$ cat config.mk
export PLATFORM = sky130hd
export DESIGN_NAME = washer_actuator_ctrl
export DESIGN_NICKNAME = d
export VERILOG_FILES = /design/src/rtl/washer_pkg.sv /design/src/rtl/washer_speed_ramp.sv /design/src/rtl/washer_actuator_ctrl.sv
export SDC_FILE = /design/constraint.sdc
export NUM_CORES = 1
export LEC_CHECK = 0
export CAP_MARGIN = 20
export CORE_MARGIN = 1.5
export CORE_UTILIZATION = 58
export DETAILED_ROUTE_END_ITERATION = 8
export PLACE_DENSITY = 0.78
export SETUP_SLACK_MARGIN = 0.02
export SLEW_MARGIN = 20
export SYNTH_ARGS = -nofsm -noshare
export SYNTH_HDL_FRONTEND = slang
export SYNTH_SLANG_ARGS = --single-unit
$ cat constraint.sdc
create_clock -name clk -period 5.1 [get_ports clk]
set_clock_uncertainty 0.1 [all_clocks]
set_input_delay 1.02 -clock clk [delete_from_list [all_inputs] [get_ports clk]]
set_output_delay 1.02 -clock clk [all_outputs]
set_load 0.005 [all_outputs]
$ cat src/rtl/washer_pkg.sv
// washer_pkg: shared definitions for the washer actuator stage.
//   - phase encoding (common with the upstream sequencer)
//   - actuator state enum
//   - speed / timer widths and small helper functions
package washer_pkg;

   localparam int SPEED_W = 8;
   localparam int TMR_W   = 12;

   localparam logic [2:0] PH_IDLE  = 3'd0;
   localparam logic [2:0] PH_FILL  = 3'd1;
   localparam logic [2:0] PH_WASH  = 3'd2;
   localparam logic [2:0] PH_RINSE = 3'd3;
   localparam logic [2:0] PH_DRAIN = 3'd4;
   localparam logic [2:0] PH_SPIN  = 3'd5;
   localparam logic [2:0] PH_OVER  = 3'd6;

   typedef enum logic [3:0] {
      ST_IDLE,
      ST_FILL,
      ST_FILL_HOLD,
      ST_AGI_FWD,
      ST_AGI_PAUSE,
      ST_AGI_REV,
      ST_DRAIN,
      ST_SPIN,
      ST_COAST,
      ST_FAULT
   } act_state_t;

   // State a phase code asks for when entered from rest; 7 falls into idle.
   function automatic act_state_t phase_state(input logic [2:0] ph);
      case (ph)
         PH_FILL:           return ST_FILL;
         PH_WASH, PH_RINSE: return ST_AGI_FWD;
         PH_DRAIN:          return ST_DRAIN;
         PH_SPIN:           return ST_SPIN;
         PH_IDLE, PH_OVER:  return ST_IDLE;
         default:           return ST_IDLE;
      endcase
   endfunction

   function automatic logic [TMR_W-1:0] tmr_inc(input logic [TMR_W-1:0] t);
      return (&t) ? t : t + 1'b1;
   endfunction

endpackage

$ cat src/rtl/washer_speed_ramp.sv
// washer_speed_ramp: registered motor speed that moves toward a target by at
// most one step per enabled cycle, landing exactly on the target (no overshoot,
// no wrap). A step of full scale makes the speed jump straight to the target.
// Ports:
//   clk, rst      clock, synchronous active-high reset (speed -> 0)
//   i_en          update enable
//   i_target      speed to approach
//   i_step        maximum change per cycle
//   o_speed       registered speed
module washer_speed_ramp
   import washer_pkg::*;
(
   input  logic               clk,
   input  logic               rst,
   input  logic               i_en,
   input  logic [SPEED_W-1:0] i_target,
   input  logic [SPEED_W-1:0] i_step,
   output logic [SPEED_W-1:0] o_speed
);

   logic [SPEED_W-1:0] r_speed;
   logic [SPEED_W-1:0] w_speed_nxt;
   logic [SPEED_W-1:0] w_gap;

   // The gap compare guarantees r_speed +/- i_step stays strictly inside
   // [0, 255], so neither direction can wrap.
   always_comb begin
      w_speed_nxt = r_speed;
      w_gap       = '0;
      if (r_speed < i_target) begin
         w_gap       = i_target - r_speed;
         w_speed_nxt = (w_gap > i_step) ? r_speed + i_step : i_target;
      end else if (r_speed > i_target) begin
         w_gap       = r_speed - i_target;
         w_speed_nxt = (w_gap > i_step) ? r_speed - i_step : i_target;
      end
   end

   always_ff @(posedge clk) begin
      if (rst)       r_speed <= '0;
      else if (i_en) r_speed <= w_speed_nxt;
   end

   assign o_speed = r_speed;

endmodule

$ cat src/rtl/washer_actuator_ctrl.sv
// washer_actuator_ctrl: turns the sequencer's phase code into actuator drive
// (valve, pump, motor, door lock) with agitation reversal, spin ramping,
// sensor timeouts and a sticky door/timeout fault.
// Ports:
//   clk, rst              clock, synchronous active-high reset
//   i_phase[2:0]          sequencer phase code
//   i_done                sequencer cycle-complete flag
//   i_water_full/empty    level sensors
//   i_door_closed         door switch
//   o_inlet_valve, o_drain_pump, o_motor_en, o_motor_dir,
//   o_motor_speed[7:0], o_door_lock, o_fault   registered actuator outputs
// Build option: WASHER_SPIN_RAMP_EN selects ramped spin-up/coast-down;
// without it the motor speed jumps directly between 0 and the spin speed.
//
// state        | meaning
// -------------+---------------------------------------------------
// ST_IDLE      | everything off, door unlocked
// ST_FILL      | inlet valve open, fill timer running
// ST_FILL_HOLD | water full, valve closed, waiting for next phase
// ST_AGI_FWD   | agitation, motor forward at wash speed
// ST_AGI_PAUSE | agitation rest between direction changes
// ST_AGI_REV   | agitation, motor reverse at wash speed
// ST_DRAIN     | pump on, drain timer runs until water empty
// ST_SPIN      | pump on, motor ramps to spin speed
// ST_COAST     | motor off, speed decays, door held until unlock delay
// ST_FAULT     | sticky fault, everything off, lock released after delay
module washer_actuator_ctrl
   import washer_pkg::*;
#(
   parameter logic [TMR_W-1:0]   AGITATE_ON    = 12'd8,
   parameter logic [TMR_W-1:0]   AGITATE_PAUSE = 12'd3,
   parameter logic [SPEED_W-1:0] WASH_SPEED    = 8'd60,
   parameter logic [SPEED_W-1:0] SPIN_SPEED    = 8'd250,
   parameter logic [SPEED_W-1:0] RAMP_STEP     = 8'd10,
   parameter logic [TMR_W-1:0]   FILL_TIMEOUT  = 12'd150,
   parameter logic [TMR_W-1:0]   DRAIN_TIMEOUT = 12'd300,
   parameter logic [3:0]         UNLOCK_DELAY  = 4'd5
)(
   input  logic               clk,
   input  logic               rst,
   input  logic [2:0]         i_phase,
   input  logic               i_done,
   input  logic               i_water_full,
   input  logic               i_water_empty,
   input  logic               i_door_closed,
   output logic               o_inlet_valve,
   output logic               o_drain_pump,
   output logic               o_motor_en,
   output logic               o_motor_dir,
   output logic [SPEED_W-1:0] o_motor_speed,
   output logic               o_door_lock,
   output logic               o_fault
);

`ifdef WASHER_SPIN_RAMP_EN
   localparam logic [SPEED_W-1:0] MOTOR_STEP = RAMP_STEP;
`else
   // A full-scale step makes the ramp land on its target in one update.
   localparam logic [SPEED_W-1:0] MOTOR_STEP = 8'hFF | RAMP_STEP;
`endif
   localparam logic [TMR_W-1:0] ULK_LIM = TMR_W'(UNLOCK_DELAY);

   act_state_t         r_state, w_state_nxt, w_ph_state;
   logic [TMR_W-1:0]   r_tmr, w_tmr_nxt, w_tmr_inc;
   logic               r_rev_nxt;
   logic               w_agi_ph, w_door_trip;
   logic [SPEED_W-1:0] w_speed, w_tgt, w_step;
   logic               w_valve, w_pump, w_en, w_dir, w_lock, w_fault;
   logic               r_valve, r_pump, r_en, r_dir, r_lock, r_fault;
   logic               w_unused;

   // The lock follows the coast/fault timer, never the sequencer's done flag.
   assign w_unused = i_done;

   always_ff @(posedge clk) begin
      if (rst) begin
         r_state   <= ST_IDLE;
         r_tmr     <= '0;
         r_rev_nxt <= 1'b0;
      end else begin
         r_state <= w_state_nxt;
         r_tmr   <= w_tmr_nxt;
         if (w_state_nxt == ST_AGI_FWD)      r_rev_nxt <= 1'b1;
         else if (w_state_nxt == ST_AGI_REV) r_rev_nxt <= 1'b0;
      end
   end

   always_comb begin
      w_tmr_inc   = tmr_inc(r_tmr);
      w_ph_state  = phase_state(i_phase);
      w_agi_ph    = (i_phase == PH_WASH) || (i_phase == PH_RINSE);
      w_door_trip = !i_door_closed && (r_state != ST_IDLE) &&
                    (r_state != ST_COAST) && (r_state != ST_FAULT);
      w_state_nxt = r_state;
      if (w_door_trip) begin
         w_state_nxt = ST_FAULT;
      end else begin
         case (r_state)
            ST_IDLE: w_state_nxt = w_ph_state;
            ST_FILL: begin
               if (!i_water_full && r_tmr >= FILL_TIMEOUT - 12'd1) w_state_nxt = ST_FAULT;
               else if (i_phase != PH_FILL)                         w_state_nxt = w_ph_state;
               else if (i_water_full)                               w_state_nxt = ST_FILL_HOLD;
            end
            ST_FILL_HOLD: if (i_phase != PH_FILL) w_state_nxt = w_ph_state;
            ST_AGI_FWD, ST_AGI_PAUSE, ST_AGI_REV: begin
               if (i_phase == PH_SPIN) w_state_nxt = ST_SPIN;
               else if (!w_agi_ph)     w_state_nxt = ST_COAST;
               else if (r_state == ST_AGI_PAUSE) begin
                  if (r_tmr >= AGITATE_PAUSE - 12'd1)
                     w_state_nxt = r_rev_nxt ? ST_AGI_REV : ST_AGI_FWD;
               end else if (r_tmr >= AGITATE_ON - 12'd1) begin
                  w_state_nxt = ST_AGI_PAUSE;
               end
            end
            ST_DRAIN: begin
               if (!i_water_empty && r_tmr >= DRAIN_TIMEOUT - 12'd1) w_state_nxt = ST_FAULT;
               else if (i_phase != PH_DRAIN)                          w_state_nxt = w_ph_state;
            end
            ST_SPIN: begin
               if (w_agi_ph)                 w_state_nxt = ST_AGI_FWD;
               else if (i_phase != PH_SPIN)  w_state_nxt = ST_COAST;
            end
            ST_COAST: if (w_speed == '0 && w_tmr_inc >= ULK_LIM) w_state_nxt = w_ph_state;
            ST_FAULT: w_state_nxt = ST_FAULT;
            default:  w_state_nxt = ST_IDLE;
         endcase
      end

      // One shared timer; it restarts on every state change. In coast and
      // fault it only counts once the motor has stopped.
      w_tmr_nxt = '0;
      if (w_state_nxt == r_state) begin
         case (r_state)
            ST_FILL, ST_AGI_FWD, ST_AGI_PAUSE, ST_AGI_REV: w_tmr_nxt = w_tmr_inc;
            ST_DRAIN:           w_tmr_nxt = i_water_empty ? r_tmr : w_tmr_inc;
            ST_COAST, ST_FAULT: w_tmr_nxt = (w_speed == '0) ? w_tmr_inc : '0;
            default:            w_tmr_nxt = '0;
         endcase
      end
   end

   // Outputs are decoded from the next state and registered, so they change
   // on the same edge as the state.
   always_comb begin
      w_valve = 1'b0;
      w_pump  = 1'b0;
      w_en    = 1'b0;
      w_dir   = 1'b0;
      w_lock  = 1'b1;
      w_fault = 1'b0;
      w_tgt   = '0;
      w_step  = MOTOR_STEP;
      case (w_state_nxt)
         ST_IDLE:      w_lock  = 1'b0;
         ST_FILL:      w_valve = 1'b1;
         ST_AGI_FWD:   begin w_en = 1'b1; w_tgt = WASH_SPEED; w_step = 8'hFF; end
         ST_AGI_PAUSE: w_step  = 8'hFF;
         ST_AGI_REV:   begin w_en = 1'b1; w_dir = 1'b1; w_tgt = WASH_SPEED; w_step = 8'hFF; end
         ST_DRAIN:     w_pump  = 1'b1;
         ST_SPIN:      begin w_pump = 1'b1; w_en = 1'b1; w_tgt = SPIN_SPEED; end
         ST_FAULT:     begin w_fault = 1'b1; w_lock = (w_tmr_nxt < ULK_LIM); end
         default:      w_lock  = 1'b1;
      endcase
   end

   always_ff @(posedge clk) begin
      if (rst) begin
         {r_valve, r_pump, r_en, r_dir, r_lock, r_fault} <= '0;
      end else begin
         r_valve <= w_valve;
         r_pump  <= w_pump;
         r_en    <= w_en;
         r_dir   <= w_dir;
         r_lock  <= w_lock;
         r_fault <= w_fault;
      end
   end

   washer_speed_ramp u_ramp (
      .clk      (clk),
      .rst      (rst),
      .i_en     (w_state_nxt != ST_IDLE),
      .i_target (w_tgt),
      .i_step   (w_step),
      .o_speed  (w_speed)
   );

   assign o_inlet_valve = r_valve;
   assign o_drain_pump  = r_pump;
   assign o_motor_en    = r_en;
   assign o_motor_dir   = r_dir;
   assign o_motor_speed = w_speed;
   assign o_door_lock   = r_lock;
   assign o_fault       = r_fault;

endmodule

**Word level (Yosys, flattened, before mapping)**

Cells that the tools add are included.
Widths: inputs -> output; s select.

- Flip-flop bits (word level): 31
- Latch bits: 0
- Memory bits (writable): 0
- ROM bits: 0
- Bits of input ports: 9
- Output and inout bits: 14
- Logic and storage cells: 113
- Memories kept: 0

- Add/sub/neg operators: 5
- Multipliers: 0
- Div/mod/pow operators: 0
- Magnitude comparators: 10
- Equality and inequality tests: 26
- Shifts and indexed selects: 0
- Muxes and demuxes: 36
- Bitwise gates (word level): 0
- Reductions and logical operators: 26

Operators with widths:

| cell | count |
|---|---|
| $mux 4 | 15 |
| $mux 12 | 4 |
| $pmux 12 s3 | 1 |
| $mux 8 | 4 |
| $pmux 4 s8 | 1 |
| $eq 4x3->1 const B | 7 |
| $ge 12x3->1 const B | 2 |
| $gt 8x8->1 const B | 2 |
| $pmux 8 s2 | 1 |
| $sub 8x8->8 | 2 |
| $add 12x1->12 const B | 1 |
| $eq 4x2->1 const B | 3 |
| $eq 4x4->1 const B | 3 |
| $ge 12x2->1 const B | 1 |
| $ge 12x8->1 const B | 1 |
| $ge 12x9->1 const B | 1 |
| $lt 12x3->1 const B | 1 |
| $pmux 3 s4 | 1 |
| $reduce_and 12->1 | 1 |
| $add 8x8->8 const B | 1 |
| $eq 4x1->1 const B | 2 |
| $gt 8x8->1 | 1 |
| $logic_not 4->1 | 2 |
| $logic_not 8->1 | 1 |
| 21 further kinds | 44 |

**Longest topological paths before layout**

Gate-level depths: netlist of run 1.

- Depth in word-level cells: 15
- Mapped depth: 18
- Mapped depth without buffers: 16

**By module**

A second synthesis of run 1 with hierarchy kept.

- Cell total of the unflattened synthesis: 542
- Area total of the unflattened synthesis: 4067.7 µm²

By module, submodules not included:

| module | times used | cells each | area an instance (µm²) | sequential area each (µm²) |
|---|---|---|---|---|
| washer_actuator_ctrl | 1 | 301 | 2150.8 | 460.4 |
| washer_speed_ramp | 1 | 241 | 1916.8 | 160.2 |

**Worst setup path after synthesis of run 1**

No wires, ideal clock.

- Kind: input -> register
- Start: in i_phase[2]
- End: reg u_ramp.r_speed[2], in the netlist u_ramp.o_speed[2]
- Setup time: 0.086 ns
- Arrival: 4.219 ns
- Data required time: 4.914 ns
- Setup slack: 0.695 ns
- Stages on the path: 17
- Cells stage by stage: buf_2 > inv_1 > ha_1 > clkbuf_1 > a21bo_2 > a211oi_1 > o311a_1 > a221oi_2 > o21a_4 > nor3_1 > a21oi_1 > ha_1 > nor4_1 > a21oi_1 > a41o_1 > nor2b_1 > a211oi_1

- Longest elaborated chain between the ends: 15

Ends and longest elaborated chain:

| what | line | RTL |
|---|---|---|
| from (decl) | washer_actuator_ctrl.sv:41 | `input logic [2:0] i_phase,` |
| $eq 3x2->1 | washer_pkg.sv:33, washer_actuator_ctrl.sv:91 |  |
| $reduce_or 2->1 | washer_pkg.sv:33 | `case (ph)` |
| $pmux 3 s4 | washer_pkg.sv:33 |  |
| $mux 4 (on tied branches) | washer_actuator_ctrl.sv:118, washer_actuator_ctrl.sv:102 |  |
| $mux 4 (on tied branches) | washer_actuator_ctrl.sv:117, washer_actuator_ctrl.sv:101 |  |
| $pmux 4 s8 * | washer_actuator_ctrl.sv:98 | `case (r_state)` |
| $mux 4 * | washer_actuator_ctrl.sv:95 | `if (w_door_trip) begin` |
| $eq 4x2->1 or $eq 4x3->1 (tied branches) | washer_actuator_ctrl.sv:154 | `case (w_state_nxt)` |
| $reduce_or 2->1 (no source line) | -- |  |
| $pmux 8 s2 | washer_actuator_ctrl.sv:154 |  |
| $sub 8x8->8 | washer_speed_ramp.sv:34 | `w_gap = r_speed - i_target;` |
| $gt 8x8->1 | washer_speed_ramp.sv:35 | `w_speed_nxt = (w_gap > i_step) ? r_speed - i_step : i_target;` |
| $mux 8 | washer_speed_ramp.sv:35 |  |
| $mux 8 | washer_speed_ramp.sv:33 | `end else if (r_speed > i_target) begin` |
| $mux 8 | washer_speed_ramp.sv:30 | `if (r_speed < i_target) begin` |
| to (signal assigned) | washer_speed_ramp.sv:41 | `else if (i_en) r_speed <= w_speed_nxt;` |
| to (decl) | washer_speed_ramp.sv:21 | `logic [SPEED_W-1:0] r_speed;` |

Mark *: on every way between the ends. The rest lies on a longest branch, timed or not. The select of a mux whose other input is x is not followed.
A chain may end at the register's enable or synchronous reset.

**Final worst setup path of run 1**

- Start: in i_phase[1]
- End: reg u_ramp.r_speed[2], in the netlist u_ramp.o_speed[2]

The elaborated chain is that of the path after synthesis.

==> results of run 1 <==
sequential cells by signal, summed over array words and instances, names as in the netlist:
| signal | cells |
|---|---|
| o_door_lock | 1 |
| o_drain_pump | 1 |
| o_fault | 1 |
| o_inlet_valve | 1 |
| o_motor_dir | 1 |
| o_motor_en | 1 |
| r_rev_nxt | 1 |
| r_state | 4 |
| r_tmr | 12 |
| u_ramp.o_speed | 3 |
final timing paths:
check	to	cells after the start	slack, ps	start
max	u_ramp.o_speed[2]	15	490	i_phase[1]
min	r_rev_nxt	2	380	r_rev_nxt
max reg2reg	u_ramp.o_speed[2]	15	870	r_tmr[1]
min reg2reg	r_rev_nxt	2	380	r_rev_nxt
per-stage QoR:
stage,instance area (sq um),util,cells,setup WS [ps],hold slack (ps)
after floorplan,2450,-,332,695,345
after global placement,2590,0.643,379,149,370
after detailed placement,2590,0.643,379,44.2,372
after CTS,2650,0.657,383,329,387
after global routing,2660,0.660,383,200,408
final,2660,0.660,383,490,383
cells by family after synthesis:
logic type,count (synthesis),synth area share
other,1,0.00153
DFF,26,0.213
adders and majority gates,11,0.0562
and+or+nand+nor,145,0.335
xor gates and xnor gates,2,0.00716
AOI/OAI and AO/OA,100,0.286
muxes,5,0.0210
buffers and inverters,42,0.0807
worst max-delay path: stages:
cell	delay, ps
clkdlybuf4s50_1	540
ha_1	280
a21bo_2	230
a211oi_2	380
o311a_1	260
a221oi_2	90
o21a_4	250
nor3_1	350
a21oi_1	110
ha_1	200
nor4_1	250
a21oi_1	120
a41o_1	270
nor2b_1	140
a211oi_1	190
routing by layer:
layer  vias to the layer above  GRT usage  part of all wire
met1                      1185      0.383              0.43
met4                         0     0.0950             0.028
met3                        21     0.0329             0.058
met2                       100      0.490              0.48
li1                       1234          -                 -
met5                         -          0                 0
power breakdown:
group / total (W) / switching (W) / leakage [nW] / internal, W
Clock: 0.000135 / 0.0000661 / 0.0288 / 0.0000691
Combinational: 0.000656 / 0.000368 / 0.774 / 0.000288
Sequential: 0.000306 / 0.0000664 / 0.211 / 0.000240
synthesized netlist by cell type (all sizes together) (2+ instances only):
master  count
a211oi      8
a21bo       2
a21oi      21
a221oi      4
a31oi       2
and2        6
and3        6
and4        2
buf        19
clkbuf      6
dfxtp      26
ha         11
inv        17
mux2i       4
nand2      14
nand2b     10
nand3      11
nand3b      2
nand4       8
nor2       37
nor2b       4
nor3       20
nor3b       3
nor4        6
o211a       2
o211ai      6
o21a        5
o21ai      25
o311ai      3
o31ai       3
or3         6
or4         3
xnor2       2
area by class of cell:
class | instances | area [sq um]
Multi-Input combinational cell | 264 | 1740
Fill cell | 374 | 1370
Sequential cell | 26 | 520
Tap cell | 50 | 62.6
Clock buffer | 4 | 55.1
Inverter | 17 | 63.8
Timing Repair Buffer | 22 | 215
==> results.txt, run 1 <==
Final WL: 6.46 mm
First-pass GRT wire length: 10.3 mm
Relative slew margins: 0.404
Routed len/inst: 16.9 microns
Critical Path RT: 5190 ps
Power per cell area: 413 nW/um^2
Vias in the first global route: 2,172
Fin crit period: 4610 ps
Die X: 68.0 microns
GRT Util Overall: 0.290
Endpoints failing hold: 0
Synth async-reset ratio: 0
WP data arrival: 4700 ps
Max FO, Critical Path: 9
CP Launch Type: primary input
WS Path Type: primary input to flip-flop
CTS tree: built
Htree depth: 1
DRC Markers: 0
CTS clock-pin slew for the worst setup and hold paths: 90 ps
Max-Cap Viols: 0
Antenna Violating Nets Remaining: 0
TritonCTS Buffers: 3
Number of diodes: 0
Postcts setup bufs: 0
Die height: 68.0 microns
Hold crit path type: flip-flop to flip-flop
Ports: 23
First-pass detailed-route iteration total: 5
Synthesized cell area: 2450 sq um
Drt via density: 6.63
Largest net degree at the start of global routing: 21
Avg Cell Area, Syn: 7.38 sq um
Final Slew Violations: 0
Clock sinks: 26
Area Overhead vs Synth: 8.53%
Yosys top cell by area: dfxtp_1
RePlAce Congestion: 0.963
FMAX: 217 MHz
Row count: 23
Setup crit end kind: flip-flop
Yosys top cell area share: 0.213
Port Buf Inserts: 20
Clock tree buffer depth: 2
Post-cts sizing count: 0
Syn_nets: 352
Top cells by area, synth: dfxtp_1 21%, ha_1 5.6%, nor2_1 5.5%
Final Net Count: 354
Peak supply drop: 0.000294 V
Proportion of layout cells with a drive suffix above 1: 0.0721
Ys flop type: dfxtp_1
RSZ-0062 raised after global routing: false
Hold buffers post-CTS: 0
Post-synth EDFFs: 0
Initial antenna violation count: 0
Cell variety after synth: 75
Commonest cells after routing, fill and taps aside: 36 x nor2_1, 26 x dfxtp_1, 24 x o21ai_0
Synthesized flop and latch total: 26
Core Region: 4030 sq um
Design Power: 0.00110 W
Most common cell after layout, fill and taps aside: nor2_1
Sequential-to-total area share from yosys stat: 0.213
Post-Synthesis Cells: 332
Fin crit share: 0.904
Via count: 2,540
Slew @ Worst Pin: 886 ps
Insertion delay to the later sink of the worst-skew pair: 280 ps
GR Overflow Total: 0
Setup TNS: 0 ps
Leakage: 1.01 nW
Starting Density: 0.608
Iter 0 DRT Violations: 244
Status: finished, final reports clean
Final setup vio count: 0
CTS root buffer: clkbuf_8
Synth warnings: 0
Die footprint: 4620 sq um
Post-DP HPWL: 4.84 mm
Power figures use the tool's default switching activity.
==> inputs of run 2 (changes only) <==
--- a/config.mk
+++ b/config.mk
@@ -5,7 +5,6 @@
 export SDC_FILE = /design/constraint.sdc
 export NUM_CORES = 1
 export LEC_CHECK = 0
-export CAP_MARGIN = 20
 export CORE_MARGIN = 1.5
 export CORE_UTILIZATION = 58
 export DETAILED_ROUTE_END_ITERATION = 8
==> constraint.sdc (replaced) <==
create_clock -name clk -period 5.15 [get_ports clk]
set_clock_uncertainty 0.1 [all_clocks]
set_input_delay 1.03 -clock clk [delete_from_list [all_inputs] [get_ports clk]]
set_output_delay 1.03 -clock clk [all_outputs]
set_load 0.005 [all_outputs]
==> run 2 against run 1 <==
Compared with the run above: total power decreased by 1.3%; critical path type unchanged; register-to-register slack got worse by 70 ps; largest power group unchanged; sequential share of layout area is 0.074 points higher; die area unchanged.
==> results.txt, run 2 (same netlist as run 1, synthesis figures left out) <==
TritonCTS Buffers: 3
Most common cell after layout, fill and taps aside: nor2_1
WS Path Type: primary input to flip-flop
Ports: 23
Critical Path Start: i_phase[1]
Clock sinks: 26
Most flop-heavy register: r_tmr
Part of the power in registers: 0.279
CP max-delay cell: clkdlybuf4s50_1
CTS root buffer: clkbuf_8
GRT Util Overall: 0.293
Clock network fraction of total power: 0.121
CTS clock-pin slew for the worst setup and hold paths: 80 ps
Final WL: 6.35 mm
Fin crit share: 0.924
Die X: 68.0 microns
Placed instance area: 2590 sq um
Relative slew margins: 0.383
P_int: 0.000594 W
Commonest cells after routing, fill and taps aside: 36 x nor2_1, 26 x dfxtp_1, 24 x o21ai_0
Via count: 2,501
Fin crit period: 4760 ps
Status: finished, final reports clean
DRC Markers: 0
Drt via density: 6.53
Final Net Count: 354
Post-cts sizing count: 0
Worst flop-to-flop path endpoint: u_ramp.o_speed[2]
Insertion delay to the later sink of the worst-skew pair: 270 ps
Core Region: 4030 sq um
RSZ-0062 raised after global routing: false
CP Launch Type: primary input
Setup crit end kind: flip-flop
Setup TNS: 0 ps
CTS tree: built
Reg2Reg Setup Slack: 800 ps
Power per cell area: 409 nW/um^2
Row count: 23
Starting Density: 0.608
RePlAce Congestion: 0.916
Final Slew Violations: 0
Endpoints failing hold: 0
Iter 0 DRT Violations: 276
Max FO, Critical Path: 9
Die height: 68.0 microns
Hold crit path type: flip-flop to flip-flop
Htree depth: 1
Sw power: 0.000489 W
Post-route cell area: 2650 sq um
Slew @ Worst Pin: 918 ps
Comb pwr share: 0.600
Leakage: 1.01 nW
Max-Cap Viols: 0
Number of diodes: 0
Port Buf Inserts: 20
Largest net degree at the start of global routing: 21
Reg2Reg Depth: 15
Final setup vio count: 0
Hold buffers post-CTS: 0
Worst hold path cell count: 2
Post-DP HPWL: 4.82 mm
First-pass GRT wire length: 10.5 mm
Proportion of layout cells with a drive suffix above 1: 0.0661
Routed len/inst: 16.6 microns
Vias in the first global route: 2,221
Max FFs per register: 12
Worst path max stage delay: 540 ps
Crit-path leading delay family: compound AO/OA/AOI/OAI gates
FF-to-FF Start: r_tmr[1]
First-pass detailed-route iteration total: 5
Crit path cell chain: clkdlybuf4s50_1, ha_1, a21bo_2, a211oi_1, o311a_1, a221oi_2, o21a_4, nor3_1, a21oi_1, ha_1, nor4_1, a21oi_1, a41o_1, nor2b_1, a211oi_1
GR Overflow Total: 0
Clock tree buffer depth: 2
WP data arrival: 4840 ps
Die footprint: 4620 sq um
Worst path bufs/invs: 1
Postcts setup bufs: 0
Switching share of total power: 0.452
Antenna Violating Nets Remaining: 0
FMAX: 210 MHz
Peak supply drop: 0.000397 V
Area Overhead vs Synth: 8.12%
Initial antenna violation count: 0
Worst setup endpoint: u_ramp.o_speed[2]
Critical Path Stages: 15
Critical Path RT: 5230 ps
==> run 2: worst min path at each step <==
| stage | startpoint | to | slack (ps) |
|---|---|---|---|
| global route | r_rev_nxt | r_rev_nxt | 420 |
| global placement | r_rev_nxt | r_rev_nxt | 380 |
| CTS | r_rev_nxt | r_rev_nxt | 410 |
| finish | r_rev_nxt | r_rev_nxt | 410 |
| detailed placement | r_rev_nxt | r_rev_nxt | 390 |
| floorplan | r_rev_nxt | r_rev_nxt | 350 |
==> run 2: power by group through the flow <==
stage | combinational [W] | sequential (W) | clock (W)
floorplan | 0.000520 | 0.000264 | 0
global placement | 0.000629 | 0.000304 | 0
detailed placement | 0.000640 | 0.000305 | 0
CTS | 0.000642 | 0.000300 | 0.000135
global route | 0.000718 | 0.000311 | 0.000138
finish | 0.000650 | 0.000302 | 0.000131
==> run 2: final cells by class <==
cell class	instances	area [sq um]
clock buffers	4	55.1
flip-flops and latches	26	520
repair buffers	22	215
inverters	17	63.8
fillers	358	1380
multi-input cells	264	1730
well taps	50	62.6
==> run 2: tightest hold or removal path: stages (launching register included) <==
cell      delay [ps]
dfxtp_1          330
nand2b_1          70
a21oi_1           60
==> run 2: routing by layer <==
metal	track usage	share of wire	up-vias	wire (microns)
met5	0	0	-	0
met4	0.0725	0.017	0	110
met3	0.0345	0.063	16	400
met2	0.511	0.48	95	3030
met1	0.381	0.44	1147	2800
li1	-	-	1243	-
==> run 2: per-stage QoR <==
| stage | utilization | total power [W] | setup WS, ps | hold WS (ps) | cells |
|---|---|---|---|---|---|
| floorplan | - | 0.000784 | 735 | 345 | 332 |
| CTS | 0.657 | 0.00108 | 411 | 405 | 383 |
| finish | 0.657 | 0.00108 | 391 | 406 | 383 |
| global placement | 0.643 | 0.000933 | 251 | 378 | 379 |
| detailed placement | 0.643 | 0.000944 | 133 | 393 | 379 |
| global route | 0.657 | 0.00117 | 46.1 | 424 | 383 |
==> inputs of run 3 (changes only) <==
--- a/config.mk
+++ b/config.mk
@@ -5,6 +5,7 @@
 export SDC_FILE = /design/constraint.sdc
 export NUM_CORES = 1
 export LEC_CHECK = 0
+export CAP_MARGIN = 20
 export CORE_MARGIN = 1.5
 export CORE_UTILIZATION = 58
 export DETAILED_ROUTE_END_ITERATION = 8
==> results of run 3 <==
Same layout as run 2: the final DEF is identical, and so are final timing and power.
